## config.mk

```make
export PLATFORM = sky130hd
export DESIGN_NAME = booth_cu
export DESIGN_NICKNAME = d
export VERILOG_FILES = /design/src/rtl/booth_cu.sv
export SDC_FILE = /design/constraint.sdc
export NUM_CORES = 1
export LEC_CHECK = 0
export CAP_MARGIN = 10
export CORE_MARGIN = 1
export CORE_UTILIZATION = 30
export DETAILED_ROUTE_END_ITERATION = 16
export PLACE_DENSITY = 0.61
export SYNTH_ARGS = -nofsm -noshare
export SYNTH_HDL_FRONTEND = slang
export SYNTH_SLANG_ARGS = --single-unit
```

## constraint.sdc

```tcl
create_clock -name clk -period 1.5 [get_ports clk]
set_clock_uncertainty 0.1 [all_clocks]
set_input_delay 0.45 -clock clk [delete_from_list [all_inputs] [get_ports clk]]
set_output_delay 0.45 -clock clk [all_outputs]
set_load 0.005 [all_outputs]
```

## src/rtl/booth_cu.sv

```systemverilog
// ---------------------------------------------------------------------------
// booth_cu : control unit sequencing a radix-2 Booth multiplier datapath.
//
// Ports
//   clk    in   rising-edge clock
//   rst    in   synchronous active-high reset
//   start  in   launch a multiply (only honoured in IDLE)
//   Q1     in   datapath Q[0]
//   Q0     in   datapath appended bit Q[-1]
//   count  in   datapath iteration counter has reached zero
//   CV     out  registered control vector {rst_c, add, sub, load, shift, dc}
//   busy   out  high whenever the FSM is not in IDLE
//   done   out  one-cycle completion pulse
//   err    out  sticky sequencing fault (count disagreed with iterations)
// ---------------------------------------------------------------------------
module booth_cu #(
    parameter int N_BITS = 4
) (
    input  logic       clk,
    input  logic       rst,
    input  logic       start,
    input  logic       Q1,
    input  logic       Q0,
    input  logic       count,
    output logic [5:0] CV,
    output logic       busy,
    output logic       done,
    output logic       err
);

    localparam int IW = $clog2(N_BITS) + 1;

    localparam logic [5:0] CV_CLR   = 6'b100000;
    localparam logic [5:0] CV_ADD   = 6'b010000;
    localparam logic [5:0] CV_SUB   = 6'b001000;
    localparam logic [5:0] CV_LOAD  = 6'b000100;
    localparam logic [5:0] CV_SHIFT = 6'b000011;

    typedef enum logic [3:0] {
        IDLE, CLR, LOAD, EVAL, ADD, SUB, SHIFT, CHECK, DONE
    } state_t;

    state_t          state_q, state_d;
    logic [IW-1:0]   iter_q,  iter_d;
    logic            err_q,   err_d;
    logic [5:0]      cv_q,    cv_d;
    logic            busy_q,  busy_d;
    logic            done_q,  done_d;
    logic            iter_full;

    assign iter_full = (iter_q == IW'(N_BITS));

    // Next-state logic. Outputs are decoded from the next state and then
    // registered, so CV/busy/done line up with the state they describe.
    always_comb begin
        state_d = state_q;
        iter_d  = iter_q;
        err_d   = err_q;
        unique case (state_q)
            IDLE: begin
                if (start) begin
                    state_d = CLR;
                    iter_d  = '0;
                    err_d   = 1'b0;  // err reads 0 from the CLR cycle on
                end
            end
            CLR:  state_d = LOAD;
            LOAD: state_d = EVAL;
            EVAL: begin
                unique case ({Q1, Q0})
                    2'b10:   state_d = SUB;
                    2'b01:   state_d = ADD;
                    default: state_d = SHIFT;
                endcase
            end
            ADD:  state_d = SHIFT;
            SUB:  state_d = SHIFT;
            SHIFT: begin
                iter_d  = iter_q + IW'(1);
                state_d = CHECK;
            end
            CHECK: begin
                // Finish when either side claims completion; it is a fault
                // unless both the datapath counter and our count agree.
                if (count || iter_full) begin
                    state_d = DONE;
                    err_d   = !(count && iter_full);
                end else begin
                    state_d = EVAL;
                end
            end
            DONE:    state_d = IDLE;
            default: state_d = IDLE;
        endcase

        cv_d = '0;
        unique case (state_d)
            CLR:     cv_d = CV_CLR;
            LOAD:    cv_d = CV_LOAD;
            ADD:     cv_d = CV_ADD;
            SUB:     cv_d = CV_SUB;
            SHIFT:   cv_d = CV_SHIFT;
            default: cv_d = '0;
        endcase
        busy_d = (state_d != IDLE);
        done_d = (state_d == DONE);
    end

    always_ff @(posedge clk) begin
        if (rst) begin
            state_q <= IDLE;
            iter_q  <= '0;
            err_q   <= 1'b0;
            cv_q    <= '0;
            busy_q  <= 1'b0;
            done_q  <= 1'b0;
        end else begin
            state_q <= state_d;
            iter_q  <= iter_d;
            err_q   <= err_d;
            cv_q    <= cv_d;
            busy_q  <= busy_d;
            done_q  <= done_d;
        end
    end

    assign CV   = cv_q;
    assign busy = busy_q;
    assign done = done_q;
    assign err  = err_q;

endmodule
```

== Word-level counts from Yosys, hierarchy flattened ==
Index checks and enable logic that the tools add are counted.
Word-level totals
  input bits: 6
  output and inout port bits: 9
  memory bits (read-only): 0
  logic and storage cells: 45
  bits in latches: 0
  RAM bits: 0
  memories kept: 0
  register bits after elaboration: 16
Cells by class
  shift operators: 0
  bitwise logic cells: 0
  mux-type cells: 10
  div/mod/pow operators: 0
  add/subtract/negate cells: 1
  equal/unequal tests: 18
  reductions and logical operators: 10
  order comparisons: 0
  multiply operators: 0
Operators with widths (number)
  $pmux W6 S5: 1
  $eq A4 B3 Y1 const B: 7
  $pmux W4 S7: 1
  $eq A4 B2 Y1 const B: 3
  $eq A4 B1 Y1 const B: 2
  $mux W4: 2
  $pmux W3 S2: 1
  $eq A4 B4 Y1 const B: 1
  $logic_not A4 Y1: 1
  $ne A2 B2 Y1 const B: 2
  $pmux W2 S2: 1
  $reduce_bool A2 Y1: 2
  $reduce_bool A4 Y1: 1
  $add A3 B1 Y3 const B: 1
  $eq A3 B3 Y1 const B: 1
  $mux W3: 1
  $reduce_and A3 Y1: 1
  $eq A2 B1 Y1 const B: 1
  $eq A2 B2 Y1 const B: 1
  $mux W1: 2
  $pmux W1 S2: 1
  $reduce_and A2 Y1: 1
  $reduce_or A2 Y1: 1
  $logic_and A1 B1 Y1: 1
  other kinds (2): 2

== Logic depth before layout (Yosys ltp) ==
  depth in word-level cells: 6
  mapped depth: 6
  mapped depth without buffers: 6

== Worst setup path before layout ==
No wires, ideal clock.
  path type: input -> register
  start point: in Q0
  end point: reg cv_q[1] (netlist: CV[1])
  data required time: 1.327 ns
  setup slack: -0.067 ns
  setup time: 0.073 ns
  stages: 6
  data arrival time: 1.394 ns
  cell sequence: inv_1 ha_1 nor2b_2 a211oi_2 or3_4 nor3_2
Between the ends
  word-level cells in the longest chain between the ends: 5
  elaborated cells between the ends (all ways): 10
  those cells by class: eq/ne: 7; mux: 3
RTL lines
  start, declared: RTL line 23  | input logic Q0,
  $eq A2 B1 Y1 or $eq A2 B2 Y1 (tied branches): RTL line 70  | unique case ({Q1, Q0})
  $pmux W2 S2 (*): RTL line 70
  $pmux W4 S7 (*): RTL line 59  | unique case (state_q)
  $eq A4 B3 Y1, or another cell as far along: RTL line 97  | unique case (state_d)
  $pmux W6 S5 (*): RTL line 97
  end signal, assigned: RTL line 121  | cv_q <= cv_d;
  end, declared: RTL line 46  | logic [5:0] cv_q, cv_d;
Mark *: on every way between the ends. The rest lies on a longest branch, timed or not.
A chain may end at the register's enable or synchronous reset.

== Worst setup path in the final report ==
  start point: in Q1
  end point: reg cv_q[2] (netlist: CV[2])
Between the ends
  word-level cells in the longest chain between the ends: 5
  elaborated cells between the ends (all ways): 10
  those cells by class: eq/ne: 7; mux: 3
RTL lines
  start, declared: RTL line 22  | input logic Q1,
  $eq A2 B1 Y1 or $eq A2 B2 Y1 (tied branches): RTL line 70
  $pmux W2 S2 (*): RTL line 70
  $pmux W4 S7 (*): RTL line 59
  $eq A4 B3 Y1, or another cell as far along: RTL line 97
  $pmux W6 S5 (*): RTL line 97
Marked as above.

==> impl_metrics.py <==
metrics = {
    "grt": {
        "overflow": 0,
        "grt_max_degree": 9,
        "grtUsageTotal_pct": 14.6,
        "grt_pass1_wl_um": 2730,
        "grt_pass1_vias": 593,
        "grt_antenna_before_repair": 0,
    },
    "power_and_ir_drop": {
        "finalPower_w": 0.000930,
        "swShare_pct": 30.3,
        "worst_ir_drop_vdd_mv": 0.627,
        "p_per_area_nw_per_um2": 923,
        "p_clk_share_pct": 24.8,
        "p_switching_w": 0.000282,
        "p_comb_share_pct": 26.3,
        "p_int_w": 0.000648,
        "cellLeakagePower_nw": 0.418,
        "seqPwrFrac_pct": 48.9,
    },
    "setup_path": {
        "crit_fanout": 3,
        "cp-start-kind": "input pin",
        "cp_slowest_cell": "or3_4",
        "cp_data_required_time_ps": 1610,
        "criticalPathCategory": "input pin to register",
        "end_kind": "register",
        "worst_r2r_startpoint": "iter_q[1]",
        "crit_path_start": "Q1",
        "crit_arrival_ps": 1600,
        "path_cells": "dlygate4sd2_1, ha_4, nor2b_4, a211oi_2, or3_4, nor3_2",
        "critPathMaxStageDelay_ps": 360,
        "r2r_cells": 6,
    },
    "cts": {
        "cts_tree": "built",
        "clk_latency_ps": 280,
        "cts_buffers": 3,
        "cts_sinks": 15,
        "h-tree-depth": 1,
        "clk_pin_slew_ps": 90,
        "cts.path.max_buffers": 2,
        "root_buffer": "clkbuf_4",
    },
    "timing": {
        "finalCritPeriodShare_pct": 99.4,
        "timing.fmax_ghz": 0.671,
        "slew_headroom_pct": 77.9,
        "tightest_slew_ps": 330,
        "worst_hold_slack_ps": 394,
        "min_period_ps": 1490,
        "finalSetupViolCount": 0,
        "maxSlewViolCount": 0,
        "hold_violations": 0,
        "rsz0062_at_grt": "yes",
    },
    "synthesis": {
        "ys.flop_type": "dfxtp_1",
        "synth_compound_area_share_pct": 14.2,
        "yosys_warnings": 0,
        "synth_mux_area_share_pct": 0,
        "synth_edf_count": 0,
        "synth-simple-area-share_pct": 29.4,
        "synth_cell_types": 31,
        "syn_area_um2": 723,
        "synth_top_family_by_area": "simple AND/OR/NAND/NOR gates",
        "postSynthCellCount": 73,
        "ys_ff_latch": 15,
        "synth_fa_ha_area_share_pct": 5.19,
        "synth_nets": 82,
        "synthArstFlopShare_pct": 0,
        "synth_xor_area_share_pct": 2.42,
        "syn_avg_cell_area_um2": 9.91,
        "ys_seq_area_share_pct": 41.5,
    },
    "flow_run": {
        "cap_violations": 0,
    },
    "finish": {
        "final.fill_count": 229,
        "drive_above_1_share_pct": 42.1,
        "postLayoutCellArea_um2": 1010,
        "fin_cells": 123,
        "areaGrowthSynthToFinish_pct": 39.3,
        "nets": 105,
        "diodes": 0,
        "final_cell_mix": "dlygate4sd2_1, dfxtp_1, nor3_2, dfxtp_2, buf_4",
        "final_common_cell": "dlygate4sd2_1",
    },
    "placed_design": {
        "finalWeightedCongestion": 0.767,
        "port_buffers": 14,
        "dp_cells": 118,
        "dp_hpwl_um": 1110,
        "dpl_cell_area_um2": 951,
    },
    "detailed_routing": {
        "postRouteAntennaNets": 0,
        "routedWlPerCell_um": 12.4,
        "vias_per_cell": 4.88,
        "drc_errors": 0,
        "vias": 600,
        "routed_wl_um": 1530,
        "dr.pass1.iters": 4,
        "drtIter0Drc": 9,
    },
    "floorplanning": {
        "initial_core_util_pct": 32.4,
        "coreArea_um2": 2230,
        "die_h_um": 51.1,
        "die_area_um2": 2610,
        "rows": 17,
        "pin_count": 15,
        "die_width_um": 51.1,
    },
    "hold_path": {
        "hold_path_depth": 2,
        "hold_class": "register to register",
        "min_from": "err",
    },
    "run_status": {
        "status": "completed",
    },
}
[final timing paths]
path / end / slack, ps
setup / recovery: CV[2] / 9
hold / removal: err / 390
setup reg to reg: CV[2] / 9
hold reg to reg: err / 390
[per-layer routing]
layer	track usage, %	vias up	share of wire, %
met3	3.57	4	4.1
met2	23.7	14	52
li1	-	293	-
met4	9.26	0	1.4
met1	16.9	289	42
met5	0	-	0
[cell families after synthesis]
kind of cell    after synthesis
simple gates                 31
compound gates               11
flops                        15
buf+inv                      11
fa+ha+maj                     3
xor+xnor                      2
[synth_stat cells, types with 2 or more instances]
cell type  instances  share of area, %
nand2_1            4               2.1
inv_1              7               3.6
nor3_2             5               6.9
nor2_1             4               2.1
nand3_1            3               2.1
nand2b_1           2               1.7
nor3_1             4               2.8
a21oi_1            3               2.1
ha_1               3               5.2
a211oi_2           2               3.5
or3_4              2               3.1
dfxtp_1           15                42
[worst max-delay path: cells and delay by family]
family / cells / cell delay, ps
and+or+nand+nor: 3 / 580
buffers and inverters: 1 / 260
AOI/OAI and AO/OA: 1 / 50
adders and majority gates: 1 / 260
[flip-flops by register name, indices dropped and copies added, names as in the netlist]
| name | flops |
|---|---|
| CV | 5 |
| err | 1 |
| state_q | 4 |
| done | 1 |
| busy | 1 |
| iter_q | 3 |
[per-stage QoR]
step | TNS (ps) | setup slack [ps] | util [%]
6_report | 0 | 9.32 | 45.1
5_1_grt | -141 | -58.6 | 45.1
4_1_cts | -98.0 | -73.0 | 44.8
3_5_place_dp | -4620 | -612 | 42.6
3_3_place_gp | -4400 | -597 | 42.6
2_1_floorplan | -12.0 | -6.02 | -
[area by class of cell]
cell class                 count  area (µm²)  share of cell area (%)
clock buffer                   4        26.3                    2.61
timing repair buffer          21         183                    18.1
multi-input combinational     47         420                    41.7
inverter                       8        35.0                    3.48
sequential                    15         308                    30.6
tap                           28        35.0                    3.48
[power by group through the flow]
stage / clock network [W] / registers (W) / logic [W]
floorplan: 0 / 0.000455 / 0.000162
global placement: 0 / 0.000460 / 0.000240
detailed placement: 0 / 0.000461 / 0.000243
CTS: 0.000240 / 0.000451 / 0.000243
global route: 0.000263 / 0.000457 / 0.000269
finish: 0.000231 / 0.000454 / 0.000245
[repair_timing]
| item | CTS | global route |
|---|---|---|
| resized for setup | 22 | 4 |
| hold buffers | 0 | 0 |
| pin swaps | 9 | 7 |
| endpoints found under the setup margin | 16 | 9 |
| cloned | 0 | 0 |
| setup buffers | 1 | 0 |
Note: power is estimated with default switching activity, not from simulation.
